## src/rtl/knn_result_writer.sv

```systemverilog
// KNN result logger: queues inferred types and writes them to SDRAM
// with a fixed gap, then a summary word; tracks a per-type histogram.
`timescale 1ns/1ps
module knn_result_writer #(
  parameter int W = 16,
  parameter int TYPE_W = 3,
  parameter int ADDR_W = 25,
  parameter logic [ADDR_W-1:0] BASE_R_ADDR =
    ADDR_W'(3) << (ADDR_W-2),
  parameter int MAX_RESULTS = 10,
  parameter int DEPTH = 4,
  parameter int GAP = 8
) (
  input  logic              clk,
  input  logic              rst,
  input  logic              arm,
  input  logic              inference_done,
  input  logic [TYPE_W-1:0] inferred_type,
  output logic              write,
  output logic [ADDR_W-1:0] writeaddress,
  output logic [W-1:0]      writedata,
  output logic              busy,
  output logic              log_done,
  output logic              overflow,
  output logic [8*(1<<TYPE_W)-1:0] histogram
);

  localparam int PW = (DEPTH > 1) ? $clog2(DEPTH) : 1;
  localparam int CW = $clog2(DEPTH + 1);
  localparam int HW = 8 * (1 << TYPE_W);
  localparam logic [ADDR_W-1:0] SUM_ADDR =
    BASE_R_ADDR + ADDR_W'(MAX_RESULTS * W);

  typedef enum logic [2:0] {
    S_IDLE, S_WAIT, S_WRITE, S_GAP, S_SUM, S_DONE
  } state_t;

  state_t state_q, state_d;

  logic              edge_q, edge_d;
  logic              low_q, low_d;
  logic [TYPE_W-1:0] mem_q [DEPTH];
  logic [TYPE_W-1:0] mem_d [DEPTH];
  logic [PW-1:0]     wr_q, wr_d, rd_q, rd_d;
  logic [CW-1:0]     cnt_q, cnt_d;
  logic [7:0]        seq_q, seq_d;
  logic [7:0]        gap_q, gap_d;
  logic [ADDR_W-1:0] addr_q, addr_d;
  logic              ovf_q, ovf_d;
  logic [HW-1:0]     hist_q, hist_d;
  logic              write_q, write_d;
  logic [ADDR_W-1:0] waddr_q, waddr_d;
  logic [W-1:0]      wdata_q, wdata_d;

  logic idle_or_done, arm_go, rise, push, pop, full, accept;

  function automatic logic [PW-1:0] inc(input logic [PW-1:0] p);
    return (p == PW'(DEPTH - 1)) ? '0 : p + 1'b1;
  endfunction

  assign idle_or_done = (state_q == S_IDLE) || (state_q == S_DONE);
  assign arm_go = arm && idle_or_done;
  // A level held high across reset must first be seen low.
  assign rise   = inference_done && !edge_q && low_q;
  assign push   = rise && !idle_or_done;
  assign pop    = (state_q == S_WRITE);
  assign full   = (cnt_q == CW'(DEPTH));
  assign accept = push && (!full || pop);

  // State register.
  always_ff @(posedge clk or negedge rst) begin
    if (!rst) state_q <= S_IDLE;
    else      state_q <= state_d;
  end

  // Next-state logic.
  always_comb begin
    state_d = state_q;
    unique case (state_q)
      S_IDLE:  if (arm) state_d = S_WAIT;
      S_WAIT:  if (cnt_q != '0) state_d = S_WRITE;
      S_WRITE: state_d = S_GAP;
      S_GAP:
        if (gap_q == 8'(GAP - 1))
          state_d = (seq_q == 8'(MAX_RESULTS)) ? S_SUM : S_WAIT;
      S_SUM:   state_d = S_DONE;
      S_DONE:  if (arm) state_d = S_WAIT;
      default: state_d = S_IDLE;
    endcase
  end

  // Write strobe, address and data, registered one cycle ahead.
  always_comb begin
    write_d = 1'b0;
    waddr_d = waddr_q;
    wdata_d = wdata_q;
    if (state_q == S_WAIT && state_d == S_WRITE) begin
      write_d = 1'b1;
      waddr_d = addr_q;
      wdata_d = '0;
      wdata_d[15:8] = seq_q;
      wdata_d[TYPE_W-1:0] = mem_q[rd_q];
    end else if (state_q == S_GAP && state_d == S_SUM) begin
      write_d = 1'b1;
      waddr_d = SUM_ADDR;
      wdata_d = '0;
      wdata_d[15] = ovf_d;
      wdata_d[7:0] = seq_q;
    end
  end

  // FIFO, counters, histogram and sticky flags.
  always_comb begin
    edge_d = inference_done;
    low_d  = low_q || !inference_done;
    mem_d  = mem_q;
    wr_d   = wr_q;
    rd_d   = rd_q;
    cnt_d  = cnt_q;
    seq_d  = seq_q;
    gap_d  = gap_q;
    addr_d = addr_q;
    ovf_d  = ovf_q;
    hist_d = hist_q;
    if (arm_go) begin
      wr_d   = '0;
      rd_d   = '0;
      cnt_d  = '0;
      seq_d  = '0;
      gap_d  = '0;
      addr_d = BASE_R_ADDR;
      ovf_d  = 1'b0;
      hist_d = '0;
    end else begin
      if (accept) begin
        mem_d[wr_q] = inferred_type;
        wr_d = inc(wr_q);
      end
      if (push && full && !pop) ovf_d = 1'b1;
      if (push && hist_q[8*inferred_type +: 8] != 8'hFF)
        hist_d[8*inferred_type +: 8] =
          hist_q[8*inferred_type +: 8] + 8'd1;
      if (pop) begin
        rd_d   = inc(rd_q);
        seq_d  = seq_q + 8'd1;
        addr_d = addr_q + ADDR_W'(W);
      end
      cnt_d = cnt_q + CW'(accept) - CW'(pop);
      if (state_q == S_WRITE) gap_d = '0;
      else if (state_q == S_GAP) gap_d = gap_q + 8'd1;
    end
  end

  // Datapath and output registers.
  always_ff @(posedge clk or negedge rst) begin
    if (!rst) begin
      edge_q  <= 1'b0;
      low_q   <= 1'b0;
      mem_q   <= '{default: '0};
      wr_q    <= '0;
      rd_q    <= '0;
      cnt_q   <= '0;
      seq_q   <= '0;
      gap_q   <= '0;
      addr_q  <= BASE_R_ADDR;
      ovf_q   <= 1'b0;
      hist_q  <= '0;
      write_q <= 1'b0;
      waddr_q <= BASE_R_ADDR;
      wdata_q <= '0;
    end else begin
      edge_q  <= edge_d;
      low_q   <= low_d;
      mem_q   <= mem_d;
      wr_q    <= wr_d;
      rd_q    <= rd_d;
      cnt_q   <= cnt_d;
      seq_q   <= seq_d;
      gap_q   <= gap_d;
      addr_q  <= addr_d;
      ovf_q   <= ovf_d;
      hist_q  <= hist_d;
      write_q <= write_d;
      waddr_q <= waddr_d;
      wdata_q <= wdata_d;
    end
  end

  assign write        = write_q;
  assign writeaddress = waddr_q;
  assign writedata    = wdata_q;
  assign busy         = !idle_or_done;
  assign log_done     = (state_q == S_DONE);
  assign overflow     = ovf_q;
  assign histogram    = hist_q;

endmodule

```

## config.mk

```make
export PLATFORM = sky130hd
export DESIGN_NAME = knn_result_writer
export DESIGN_NICKNAME = d
export VERILOG_FILES = /design/src/rtl/knn_result_writer.sv
export SDC_FILE = /design/constraint.sdc
export NUM_CORES = 1
export LEC_CHECK = 0
export ABC_AREA = 1
export BUFFER_PORTS_ARGS = -buffer_cell sky130_fd_sc_hd__buf_2
export CAP_MARGIN = 20
export CORE_MARGIN = 3
export CORE_UTILIZATION = 56
export CTS_BUF_LIST = sky130_fd_sc_hd__clkbuf_4 sky130_fd_sc_hd__clkbuf_8
export DETAILED_ROUTE_END_ITERATION = 12
export PLACE_DENSITY = 0.74
export SLEW_MARGIN = 40
export SYNTH_ARGS = -nofsm -noshare
export SYNTH_HDL_FRONTEND = slang
export SYNTH_SLANG_ARGS = --single-unit
```

## constraint.sdc

```tcl
create_clock -name clk -period 4.7 [get_ports clk]
set_input_delay 0 -clock clk [delete_from_list [all_inputs] [get_ports clk]]
set_output_delay 0 -clock clk [all_outputs]
set_load 0.01 [all_outputs]
```

== Word-level counts from Yosys, hierarchy flattened ==
Index checks and enable logic that the tools add are counted.

* Shift-type cells: 3
* Add/sub/neg operators: 9
* Muxes and demuxes: 36
* Bitwise gates (word level): 3
* Equality and inequality tests: 13
* $lt $le $gt $ge: 3
* Reductions and logical operators: 28

{| class="wikitable"
|+ Operator list
! operator !! count
|-
| $mux 64 || 2
|-
| $mux 25 || 4
|-
| $bwmux 64 || 1
|-
| $shift 8x34->64 const A || 1
|-
| $shiftx 64x7->8 || 1
|-
| $shiftx 8x34->64 || 1
|-
| $mux 8 || 5
|-
| $neg 6->34 || 1
|-
| $mux 16 || 2
|-
| $add 25x5->25 const B || 1
|-
| $add 8x1->8 const B || 3
|-
| $mux 3 || 8
|-
| $pmux 3 s5 || 1
|-
| $bwmux 12 || 1
|-
| $eq 3x3->1 const B || 4
|-
| $mux 2 || 6
|-
| $logic_and 1x1->1 || 11
|-
| $eq 3x2->1 const B || 3
|-
| $eq 8x3->1 const B || 1
|-
| $eq 8x4->1 const B || 1
|-
| $ne 8x8->1 const B || 1
|-
| $reduce_bool 2->1 || 4
|-
| $bmux 3 s2 || 1
|-
| $demux 3 s2 || 1
|-
| 16 further kinds || 30
|}

* Bits in registers: 172
* Output and inout bits: 109
* Input bits: 7

== Logic depth before layout (Yosys ltp) ==
Gate-level depths: netlist (run 1).

* Depth after elaboration: 10
* Mapped depth: 17
* Depth with buffers taken out: 15

== Least setup slack after synthesis (run 1) ==
Ideal clock, no wire load.

* Path type: reg2reg
* Start: reg state_q[2]
* End: reg cnt_q[2]
* Cell stages (with the launch flop): 12
* Path buffers: 0
* Data arrival time: 2286 ps
* Path slack: 2275 ps
* Clock period less this slack: 2425 ps
* Cell sequence: dfrtp_1 nand3_1 o21ai_1 nor4_4 nand2_2 ha_1 inv_1 ha_1 inv_1 fa_1 xor2_1 nor2_1

* Word-level cells in the longest chain between the ends: 8
* Elaborated cells on any way between the ends: 12

{| class="wikitable"
|+ RTL lines
! element !! line !! RTL
|-
| start: declaration || 38 || <nowiki>state_t state_q, state_d;</nowiki>
|-
| start signal: assignment || 73 || <nowiki>else state_q <= state_d;</nowiki>
|-
| $eq 3x3->1 or $logic_not 3->1 (tied branches) || 61 || <nowiki>assign idle_or_done = (state_q == S_IDLE) || (state_q == S_DONE);</nowiki>
|-
| $logic_or 1x1->1 || 61 ||
|-
| $logic_not 1->1 || 65 || <nowiki>assign push = rise && !idle_or_done;</nowiki>
|-
| $logic_and 1x1->1 || 65 ||
|-
| $logic_and 1x1->1 || 68 || <nowiki>assign accept = push && (!full || pop);</nowiki>
|-
| $add 3x1->3 || 148 || <nowiki>cnt_d = cnt_q + CW'(accept) - CW'(pop);</nowiki>
|-
| $sub 3x1->3 || 148 ||
|-
| $mux 3 * || 125 || <nowiki>if (arm_go) begin</nowiki>
|-
| named net cnt_d[2] || 45 || <nowiki>logic [CW-1:0] cnt_q, cnt_d;</nowiki>
|-
| end signal: assignment || 177 || <nowiki>cnt_q <= cnt_d;</nowiki>
|-
| end: declaration || 45 ||
|}

The timed path passes the listed nets; every way through them passes the cells marked *.
A chain may end at the register's enable or synchronous reset.

== Worst setup path after layout (run 1) ==
* Start: reg gap_q[1]
* End: reg waddr_q[16] (netlist: writeaddress[16])

* Word-level cells in the longest chain between the ends: 6
* Elaborated cells on any way between the ends: 9

{| class="wikitable"
|+ RTL lines
! element !! line !! RTL
|-
| start: declaration || 47 || <nowiki>logic [7:0] gap_q, gap_d;</nowiki>
|-
| start signal: assignment || 179 || <nowiki>gap_q <= gap_d;</nowiki>
|-
| $eq 8x3->1 * || 84 || <nowiki>if (gap_q == 8'(GAP - 1))</nowiki>
|-
| $mux 3 * || 84 ||
|-
| $pmux 3 s5 * || 79 || <nowiki>unique case (state_q)</nowiki>
|-
| $eq 3x2->1 or $eq 3x3->1 (tied branches) || 97, 103 ||
|-
| $logic_and 1x1->1, on equally long branches || 97, 103 ||
|-
| $mux 25 or $reduce_bool 2->1 (tied branches) || n/a ||
|-
| end signal: assignment || 184 || <nowiki>waddr_q <= waddr_d;</nowiki>
|-
| end: declaration || 52 || <nowiki>logic [ADDR_W-1:0] waddr_q, waddr_d;</nowiki>
|}

Every way passes the cells marked *; elsewhere a longest branch is shown, timed or not.

==> reports/metrics.cfg, run 1 <==
[sta]
tightest_slew_ns = 0.740
clock_skew_ns = 0.0118
finalCriticalPeriod_ns = 3.09
tns_ns = 0
rsz0062_at_grt = no
finalHoldViolations = 0
finalMaxSlewViolations = 0
max_slew_margin = 0.503
post-route-period-util = 0.658
finalSetupViolCount = 0
fmax_mhz = 323

[global_route]
grt_usage = 0.268
grt-ovfl-total = 0
grt_max_degree = 108
antenna_found_initial = 0
grt_pass1_vias = 6765
grt_pass1_wl_um = 34500

[floorplanning]
design.die.area_mm2 = 0.0163
dieHeight_um = 128
coreArea_mm2 = 0.0141
num_rows = 43
start_util = 0.585
ios = 116
die_w_um = 128

[finish]
diodes = 0
area_delta_synth_final_pct = 14.0
final_area_mm2 = 0.00944
final_cell_mix = nand2_1, dfrtp_1, inv_1, buf_2
final_common_cell = nand2_1
layout.nets = 1189
fillers = 1240
drive_above_1_share = 0.153

[logic_synthesis]
synth-compound-area-share = 0.107
yosys.area_share.simple = 0.267
synth.distinct_cells = 41
ys_ff_latch = 165
syn_avg_cell_area_um2 = 7.88
yosysWarnings = 0
ys_seq_area_frac = 0.499
synth_cells = 1051
synthFlopType = dfrtp_1
synth_area_mm2 = 0.00828
synth_edf_count = 0
synth_nets = 1076
synthAdderAreaFrac = 0.0281
async_flop_share = 1.00
synthMuxAreaShare = 0
synth_xor_area_frac = 0.00529
synth_top_family_by_area = simple AND/OR/NAND/NOR gates

[worst_setup_path]
critPathBufInv = 1
crit_type = flop to flop
endpoint_kind = flop
required_ns = 5.06
start_kind = flop
crit_top_cell = nand2_1
cp_cell_sequence = ha_1 -> nand2_1 -> nor3_1 -> nand2_1 -> nor3_1 -> nand2_1 -> nand2_1 -> clkinv_1 -> a22o_1
slowest_stage = clkinv_1
slowest_delay_ns = 0.79
cp.arrival_ns = 3.45
path_max_fanout = 26
path_delay_family = simple AND/OR/NAND/NOR gates

[route]
vias = 7419
first_pass_iters = 6
drc = 0
vias_per_cell = 5.47
wl_per_cell_um = 15.7
drt_iter0_drc = 735
routed_wirelength_um = 21300
ant_nets = 0

[cts]
clk_pin_slew_ns = 0.09
cts_max_path_buffers = 2
postCtsHoldBufs = 4
cts_setup_buffers = 0
cts_made_buffers = 17
htreeDepth = 4
clkLatencyLatePin_ns = 0.47
clockRootBuffer = clkbuf_8
cts_sinks = 165
post_cts_resized = 0
cts_tree = built

[power_and_ir_drop]
seqPwrFrac = 0.440
ir_drop_mv = 0.226
pwr-share-comb = 0.309
swShare = 0.386
power.internal_uw = 2650
p_sw_uw = 1660
clkPwrFrac = 0.250
power-per-cell-area_mw_per_mm2 = 456
p_leak_uw = 0.00505

[placed_design]
dp_hpwl_um = 15600
place.gp.congestion = 0.906
numPortBuffers = 115
placed_cell_area_mm2 = 0.00895

[outcome]
status = completed

[flow_run]
max-cap-violations = 0

[hold_path]
hold_path_class = primary input to async pin

area by class of cell:
class | count | area (µm²) | share of cell area
clock buffer | 20 | 269 | 0.0285
clock inverter | 12 | 144 | 0.0152
inverter | 163 | 612 | 0.0648
multi-input combinational | 693 | 3370 | 0.357
sequential | 165 | 4130 | 0.438
tap | 180 | 225 | 0.0239
timing repair buffer | 124 | 683 | 0.0724
per-layer routing:
layer,track usage,wire (µm),vias to the layer above
li1,-,-,3577
met1,0.423,10200,3479
met2,0.381,9150,339
met3,0.0523,1790,24
met4,0.0643,202,0
met5,0,0,-
logic make-up after synthesis:
group / count (synthesis)
xor+xnor: 5
fa+ha+maj: 18
flops: 165
buf+inv: 193
simple gates: 515
compound gates: 155
metrics by stage:
stage	setup WS, ns	power, µW	hold slack, ns	std cells	utilization
2_1_floorplan	2.27	2780	-0.296	1051	-
3_3_place_gp	1.71	3200	0.138	1320	0.633
3_5_place_dp	1.60	3240	0.110	1320	0.633
4_1_cts	1.59	4310	0.0572	1356	0.665
5_1_grt	1.27	4600	0.0284	1357	0.667
6_report	1.61	4310	0.00725	1357	0.667
cells in the mapped netlist, types with 4 or more instances:
cell type | number | area share
inv_1 | 157 | 0.071
a21oi_1 | 30 | 0.018
a22o_1 | 5 | 0.0053
buf_4 | 4 | 0.0036
nand3_1 | 72 | 0.044
nor3_1 | 26 | 0.016
ha_1 | 17 | 0.026
inv_2 | 4 | 0.0018
nand2_1 | 309 | 0.14
buf_2 | 12 | 0.0073
nor2_1 | 72 | 0.033
dfstp_2 | 4 | 0.013
clkbuf_1 | 10 | 0.0045
o21a_1 | 12 | 0.011
o22ai_1 | 16 | 0.012
nor2_4 | 6 | 0.0082
nand2_2 | 6 | 0.0045
o21ai_0 | 73 | 0.044
nand4_1 | 13 | 0.0098
xor2_1 | 5 | 0.0053
dfrtp_1 | 161 | 0.49
o21ai_1 | 5 | 0.0030
flip-flops by register name (all words and copies together), names as in the netlist:
register / cells
addr_q: 21
cnt_q: 3
edge_q: 1
gap_q: 8
histogram: 64
low_q: 1
mem_q: 12
overflow: 1
rd_q: 2
seq_q: 8
state_q: 3
wr_q: 2
write: 1
writeaddress: 22
writedata: 16
power by group through the flow:
stage / Combinational (µW) / Clock, µW / Sequential [µW]
floorplan: 856 / 0 / 1920
global placement: 1290 / 0 / 1910
detailed placement: 1320 / 0 / 1920
CTS: 1330 / 1080 / 1890
global route: 1520 / 1140 / 1930
finish: 1330 / 1080 / 1900
path summary, 6_finish.rpt:
check | slack (ns) | to | from | cells past startpoint
worst min register to register | 0.47 | seq_q[7] | seq_q[7] | 1
worst max-delay path | 1.61 | writeaddress[16] | gap_q[1] | 9
max in group asynchronous | 3.33 | seq_q[5] | rst | 4
worst min-delay path | 0.007 | histogram[43] | rst | 2
worst max register to register | 1.61 | writeaddress[16] | gap_q[1] | 9
min in group clk | 0.08 | mem_q[9] | inferred_type[0] | 3
No activity file was read; power rests on OpenSTA's default activity.
==> inputs of run 2 (changes only) <==
CORE_UTILIZATION = 54   (was 56)
PLACE_DENSITY = 0.75   (was 0.74)
clock period = 2.8 ns   (was 4.7 ns; I/O delays follow)
==> reports/metrics.cfg, run 2 (same netlist as run 1, synthesis figures left out) <==
[sta]
tns_ns = 0  ; unchanged
finalSetupViolCount = 0  ; unchanged
clock_skew_ns = 0.0125  ; +0.000627 ns
rsz0062_at_grt = no
post-route-period-util = 0.869  ; +0.211
fmax_mhz = 411  ; +27%
max_slew_margin = 0.506  ; +0.00295
final.setup.worst_slack_ns = 0.366  ; -1.24 ns
finalMaxSlewViolations = 0  ; unchanged
finalCriticalPeriod_ns = 2.43  ; -0.658 ns
tightest_slew_ns = 0.741  ; +0.00114 ns
finalHoldViolations = 0  ; unchanged

[cts]
post_cts_resized = 0  ; unchanged
cts_max_path_buffers = 2  ; unchanged
clkLatencyLatePin_ns = 0.47  ; about the same
clockRootBuffer = clkbuf_8
cts_tree = built
htreeDepth = 4  ; unchanged
cts_sinks = 165  ; unchanged
clk_pin_slew_ns = 0.09  ; about the same
cts_made_buffers = 17  ; unchanged

[floorplanning]
num_rows = 44  ; +2.3%
ios = 116  ; unchanged
start_util = 0.561  ; -0.0240
die_w_um = 130  ; +1.7%
design.die.area_mm2 = 0.0169  ; +3.5%
dieHeight_um = 130  ; +1.7%
coreArea_mm2 = 0.0148  ; +4.3%

[placed_design]
numPortBuffers = 115  ; unchanged
place.gp.congestion = 0.995  ; +9.7%
placed_cell_area_mm2 = 0.00909  ; +1.6%
dp_hpwl_um = 16600  ; +6.3%
place_ws_ns = 0.444  ; -1.15 ns

[global_route]
grt_pass1_wl_um = 36300  ; +5.0%
grt_pass1_vias = 7073  ; +4.6%
grt_usage = 0.277  ; +0.00968
antenna_found_initial = 0  ; unchanged
grt_max_degree = 80  ; -26%
grt-ovfl-total = 0  ; unchanged

[power_and_ir_drop]
ir_drop_mv = 0.408  ; +80%
power-per-cell-area_mw_per_mm2 = 758  ; +66%
swShare = 0.386  ; +0.000565
power.internal_uw = 4420  ; +67%
pwr-share-comb = 0.321  ; +0.012
p_leak_uw = 0.00510  ; +0.99%
seqPwrFrac = 0.440  ; about the same
p_sw_uw = 2780  ; +68%
clkPwrFrac = 0.239  ; -0.011

[worst_setup_path]
slowest_stage = dfrtp_1
endpoint_kind = flop
r2r_slack_ns = 0.37  ; -1.24 ns
cp.arrival_ns = 2.78  ; -0.67 ns
path_delay_family = simple AND/OR/NAND/NOR gates
slowest_delay_ns = 0.40  ; -0.39 ns
start_kind = flop
rr_startpoint = histogram[40]
crit_type = flop to flop
cp_cell_sequence = inv_1 -> a21oi_1 -> o21ai_0 -> nand3_1 -> nand2_2 -> inv_1 -> ha_1 -> nand2_1 -> nor2_1 -> nand2_2 -> nand3_2 -> nand2_1 -> inv_1 -> nand2_1 -> o21ai_0
critPathBufInv = 3  ; +2
path_max_fanout = 7  ; -73%
required_ns = 3.15  ; -1.91 ns
r2r-end = histogram[46]
r2r_cells = 15  ; +6

[finish]
final_cell_mix = nand2_1, dfrtp_1, inv_1, buf_2
final_common_cell = nand2_1
fillers = 1367  ; +10%
largest_reg_flops = 64  ; unchanged
diodes = 0  ; unchanged
final_area_mm2 = 0.00952  ; +0.82%
area_delta_synth_final_pct = 14.9
layout.nets = 1202  ; +1.1%
drive_above_1_share = 0.162  ; +0.00925

[route]
wl_per_cell_um = 16.3  ; +3.6%
drt_iter0_drc = 683  ; -7.1%
drc = 0  ; unchanged
ant_nets = 0  ; unchanged
routed_wirelength_um = 22400  ; +4.9%
first_pass_iters = 5  ; -1
vias = 7441  ; +0.30%
vias_per_cell = 5.42  ; -0.94%

[outcome]
status = completed

[hold_path]
hp-start = inferred_type[1]
hold_end = mem_q[4]
hold_depth = 4
hold_path_class = primary input to flop

[flow_run]
max-cap-violations = 0  ; unchanged

-- run 2: repair_timing --
item / in CTS / in global routing
buffers inserted: 0 / 0
hold buffers: 3 / 0
hold endpoints to repair: 80 / 0
-- run 2: final cells by class --
class / count / area, µm² / area share
clock buffers: 17 / 234 / 0.0246
clock inverters: 15 / 158 / 0.0166
inverters: 163 / 612 / 0.0643
multi-input cells: 693 / 3370 / 0.354
flip-flops and latches: 165 / 4130 / 0.434
well taps: 184 / 230 / 0.0242
repair buffers: 137 / 779 / 0.0819
-- run 2: worst min-delay path: stages --
cell and delay (ns):
buf_2 0.11, inv_2 0.17, nand2_1 0.12, o21a_1 0.11
-- run 2: per-layer routing --
metal / part of all wire / vias to the layer above / GRT usage
met1: 0.47 / 3537 / 0.405
li1: - / 3588 / -
met5: 0 / - / 0
met3: 0.082 / 35 / 0.0798
met4: 0.015 / 0 / 0.0813
met2: 0.44 / 281 / 0.404
-- run 2: through the flow --
step	util	hold slack (ns)	power, µW	cells
6_report	0.645	0.0735	7210	1374
5_1_grt	0.645	0.0769	7700	1374
4_1_cts	0.645	0.0296	7230	1374
3_5_place_dp	0.616	0.0979	5510	1339
3_3_place_gp	0.616	0.0887	5440	1339
2_1_floorplan	-	-0.296	4660	1051
-- run 2: worst max path at each step --
stage	startpoint	to	slack, ns	depth (start not counted)
after floorplan	state_q[2]	cnt_q[2]	0.37	11
after global placement	state_q[2]	cnt_q[2]	0.44	11
after detailed placement	state_q[2]	cnt_q[2]	0.44	11
after CTS	state_q[1]	cnt_q[2]	0.42	14
after global routing	histogram[40]	histogram[22]	0.18	13
final	histogram[40]	histogram[46]	0.37	15
-- run 2: power by group through the flow --
stage	registers, µW	logic [µW]	clock network (µW)
finish	3170	2310	1720
global route	3230	2620	1850
CTS	3160	2320	1750
detailed placement	3210	2300	0
global placement	3200	2250	0
floorplan	3230	1440	0
==> inputs of run 3 (changes only) <==
clock period = 2.15 ns   (was 2.8 ns; I/O delays follow)
==> reports/metrics.cfg, run 3 (same netlist as run 1, synthesis figures left out) <==
[finish]
diodes = 0  ; unchanged
final_common_cell = nand2_1
final_util = 0.681  ; +0.0360
final_cell_mix = nand2_1, dfrtp_1, inv_1, buf_2, nand3_1
largest_reg_flops = 64  ; unchanged
drive_above_1_share = 0.215  ; +0.0526
area_delta_synth_final_pct = 21.4
layout.nets = 1241  ; +3.2%

[route]
first_pass_iters = 6  ; +1
drc = 0  ; unchanged
wl_per_cell_um = 15.5  ; -4.9%
vias_per_cell = 5.37  ; -0.92%
drt_iter0_drc = 625  ; -8.5%
vias = 7582  ; +1.9%
routed_wirelength_um = 21900  ; -2.2%
ant_nets = 0  ; unchanged

[flow_run]
max-cap-violations = 0  ; unchanged

[floorplanning]
dieHeight_um = 130  ; unchanged
ios = 116  ; unchanged
start_util = 0.561  ; unchanged
die_w_um = 130  ; unchanged
coreArea_mm2 = 0.0148  ; unchanged
num_rows = 44  ; unchanged
design.die.area_mm2 = 0.0169  ; unchanged

[placed_design]
numPortBuffers = 115  ; unchanged
place_ws_ns = -0.0344  ; -0.478 ns
place.gp.congestion = 0.936  ; -5.9%
dp_hpwl_um = 16100  ; -2.9%

[sta]
tightest_slew_ns = 0.558  ; -0.183 ns
finalHoldViolations = 0  ; unchanged
post-route-period-util = 0.978  ; +0.109
finalMaxSlewViolations = 0  ; unchanged
finalCriticalPeriod_ns = 2.10  ; -0.330 ns
fmax_mhz = 475  ; +16%
finalSetupViolCount = 0  ; unchanged
max_slew_margin = 0.628  ; +0.122
final.setup.worst_slack_ns = 0.0464  ; -0.320 ns
clock_skew_ns = 0.0127  ; +0.000254 ns
rsz0062_at_grt = yes
fin_hold_ws_ns = 0.0450  ; -0.0286 ns

[worst_setup_path]
required_ns = 2.55  ; -0.60 ns
endpoint_kind = flop
slowest_delay_ns = 0.49  ; +0.09 ns
cp.arrival_ns = 2.50  ; -0.28 ns
critPathBufInv = 2  ; -1
r2r_slack_ns = 0.05  ; -0.32 ns
crit_top_cell = ha_4
start_kind = flop
path_delay_family = adder cells
cp_cell_sequence = nand3_4 -> o21ai_4 -> nor4_4 -> nand2_2 -> ha_4 -> inv_4 -> ha_4 -> inv_2 -> fa_2 -> nor2_1
path_max_fanout = 6  ; -1
crit_type = flop to flop
slowest_stage = dfrtp_2

[global_route]
grt_max_degree = 60  ; -25%
antenna_found_initial = 0  ; unchanged
grt-ovfl-total = 0  ; unchanged
grt_usage = 0.261  ; -0.0160
grt_pass1_vias = 7045  ; -0.40%
grt_pass1_wl_um = 34800  ; -4.0%

[cts]
cts_tree = built
clkLatencyLatePin_ns = 0.46  ; about the same
clockRootBuffer = clkbuf_8
cts_made_buffers = 17  ; unchanged
clk_pin_slew_ns = 0.09  ; about the same
cts_sinks = 165  ; unchanged
cts_max_path_buffers = 2  ; unchanged
htreeDepth = 4  ; unchanged

[power_and_ir_drop]
p_leak_uw = 0.00535  ; +5.0%
ir_drop_mv = 0.574  ; +41%
power-per-cell-area_mw_per_mm2 = 990  ; +31%

[hold_path]
hold_path_class = primary input to flop

[outcome]
status = completed

[run 3: power breakdown]
part           leakage (µW)  switching (µW)  internal, µW
Clock              0.000224            1170          1230
Sequential          0.00220             419          3710
Combinational       0.00293            2140          1290
Total               0.00535            3730          6220
[run 3: final timing paths]
| path | from | end | depth (start not counted) |
|---|---|---|---|
| max in group asynchronous | rst | addr_q[24] | 3 |
| hold / removal | inferred_type[1] | mem_q[7] | 4 |
| min in group asynchronous | rst | writedata[5] | 2 |
| setup / recovery | state_q[2] | cnt_q[1] | 10 |
| setup reg to reg | state_q[2] | cnt_q[1] | 10 |
| hold reg to reg | low_q | low_q | 2 |
[run 3: area by class of cell]
type / count / area, µm²
Clock buffer: 23 / 317
Clock inverter: 9 / 116
Fill cell: 1220 / 4710
Inverter: 163 / 618
Multi-Input combinational cell: 693 / 3520
Sequential cell: 165 / 4140
Tap cell: 184 / 230
Timing Repair Buffer: 176 / 1110
[run 3: routing by layer]
layer  track usage  up-vias  wire length (µm)
met2         0.389      300              9840
met4        0.0703        0               259
met5             0        -                 0
li1              -     3678                 -
met1         0.389     3580              9960
met3        0.0573       24              1820
[run 3: tightest hold or removal path, delay by kind of cell]
kind | cells | cell delay, ns
AND/OR/NAND/NOR | 1 | 0.09
AO/OA/AOI/OAI | 1 | 0.10
buffers and inverters | 2 | 0.29
[run 3: repair_timing]
action | 4_1_cts | 5_1_grt
hold buffers | 3 | 0
endpoints found under the setup margin | 1 | 98
pin swaps | 0 | 8
hold endpoints to repair | 164 | 0
buffers inserted | 0 | 8
resized for setup | 1 | 45
[run 3: metrics by stage]
stage | total power [µW] | setup TNS (ns) | area (µm²) | instances
3_5_place_dp | 7380 | -0.0344 | 9390 | 1370
3_3_place_gp | 7290 | 0 | 9390 | 1370
6_report | 9950 | 0 | 10000 | 1413
5_1_grt | 10600 | -0.194 | 10000 | 1413
2_1_floorplan | 6090 | -0.309 | 8300 | 1051
4_1_cts | 9780 | 0 | 9850 | 1405
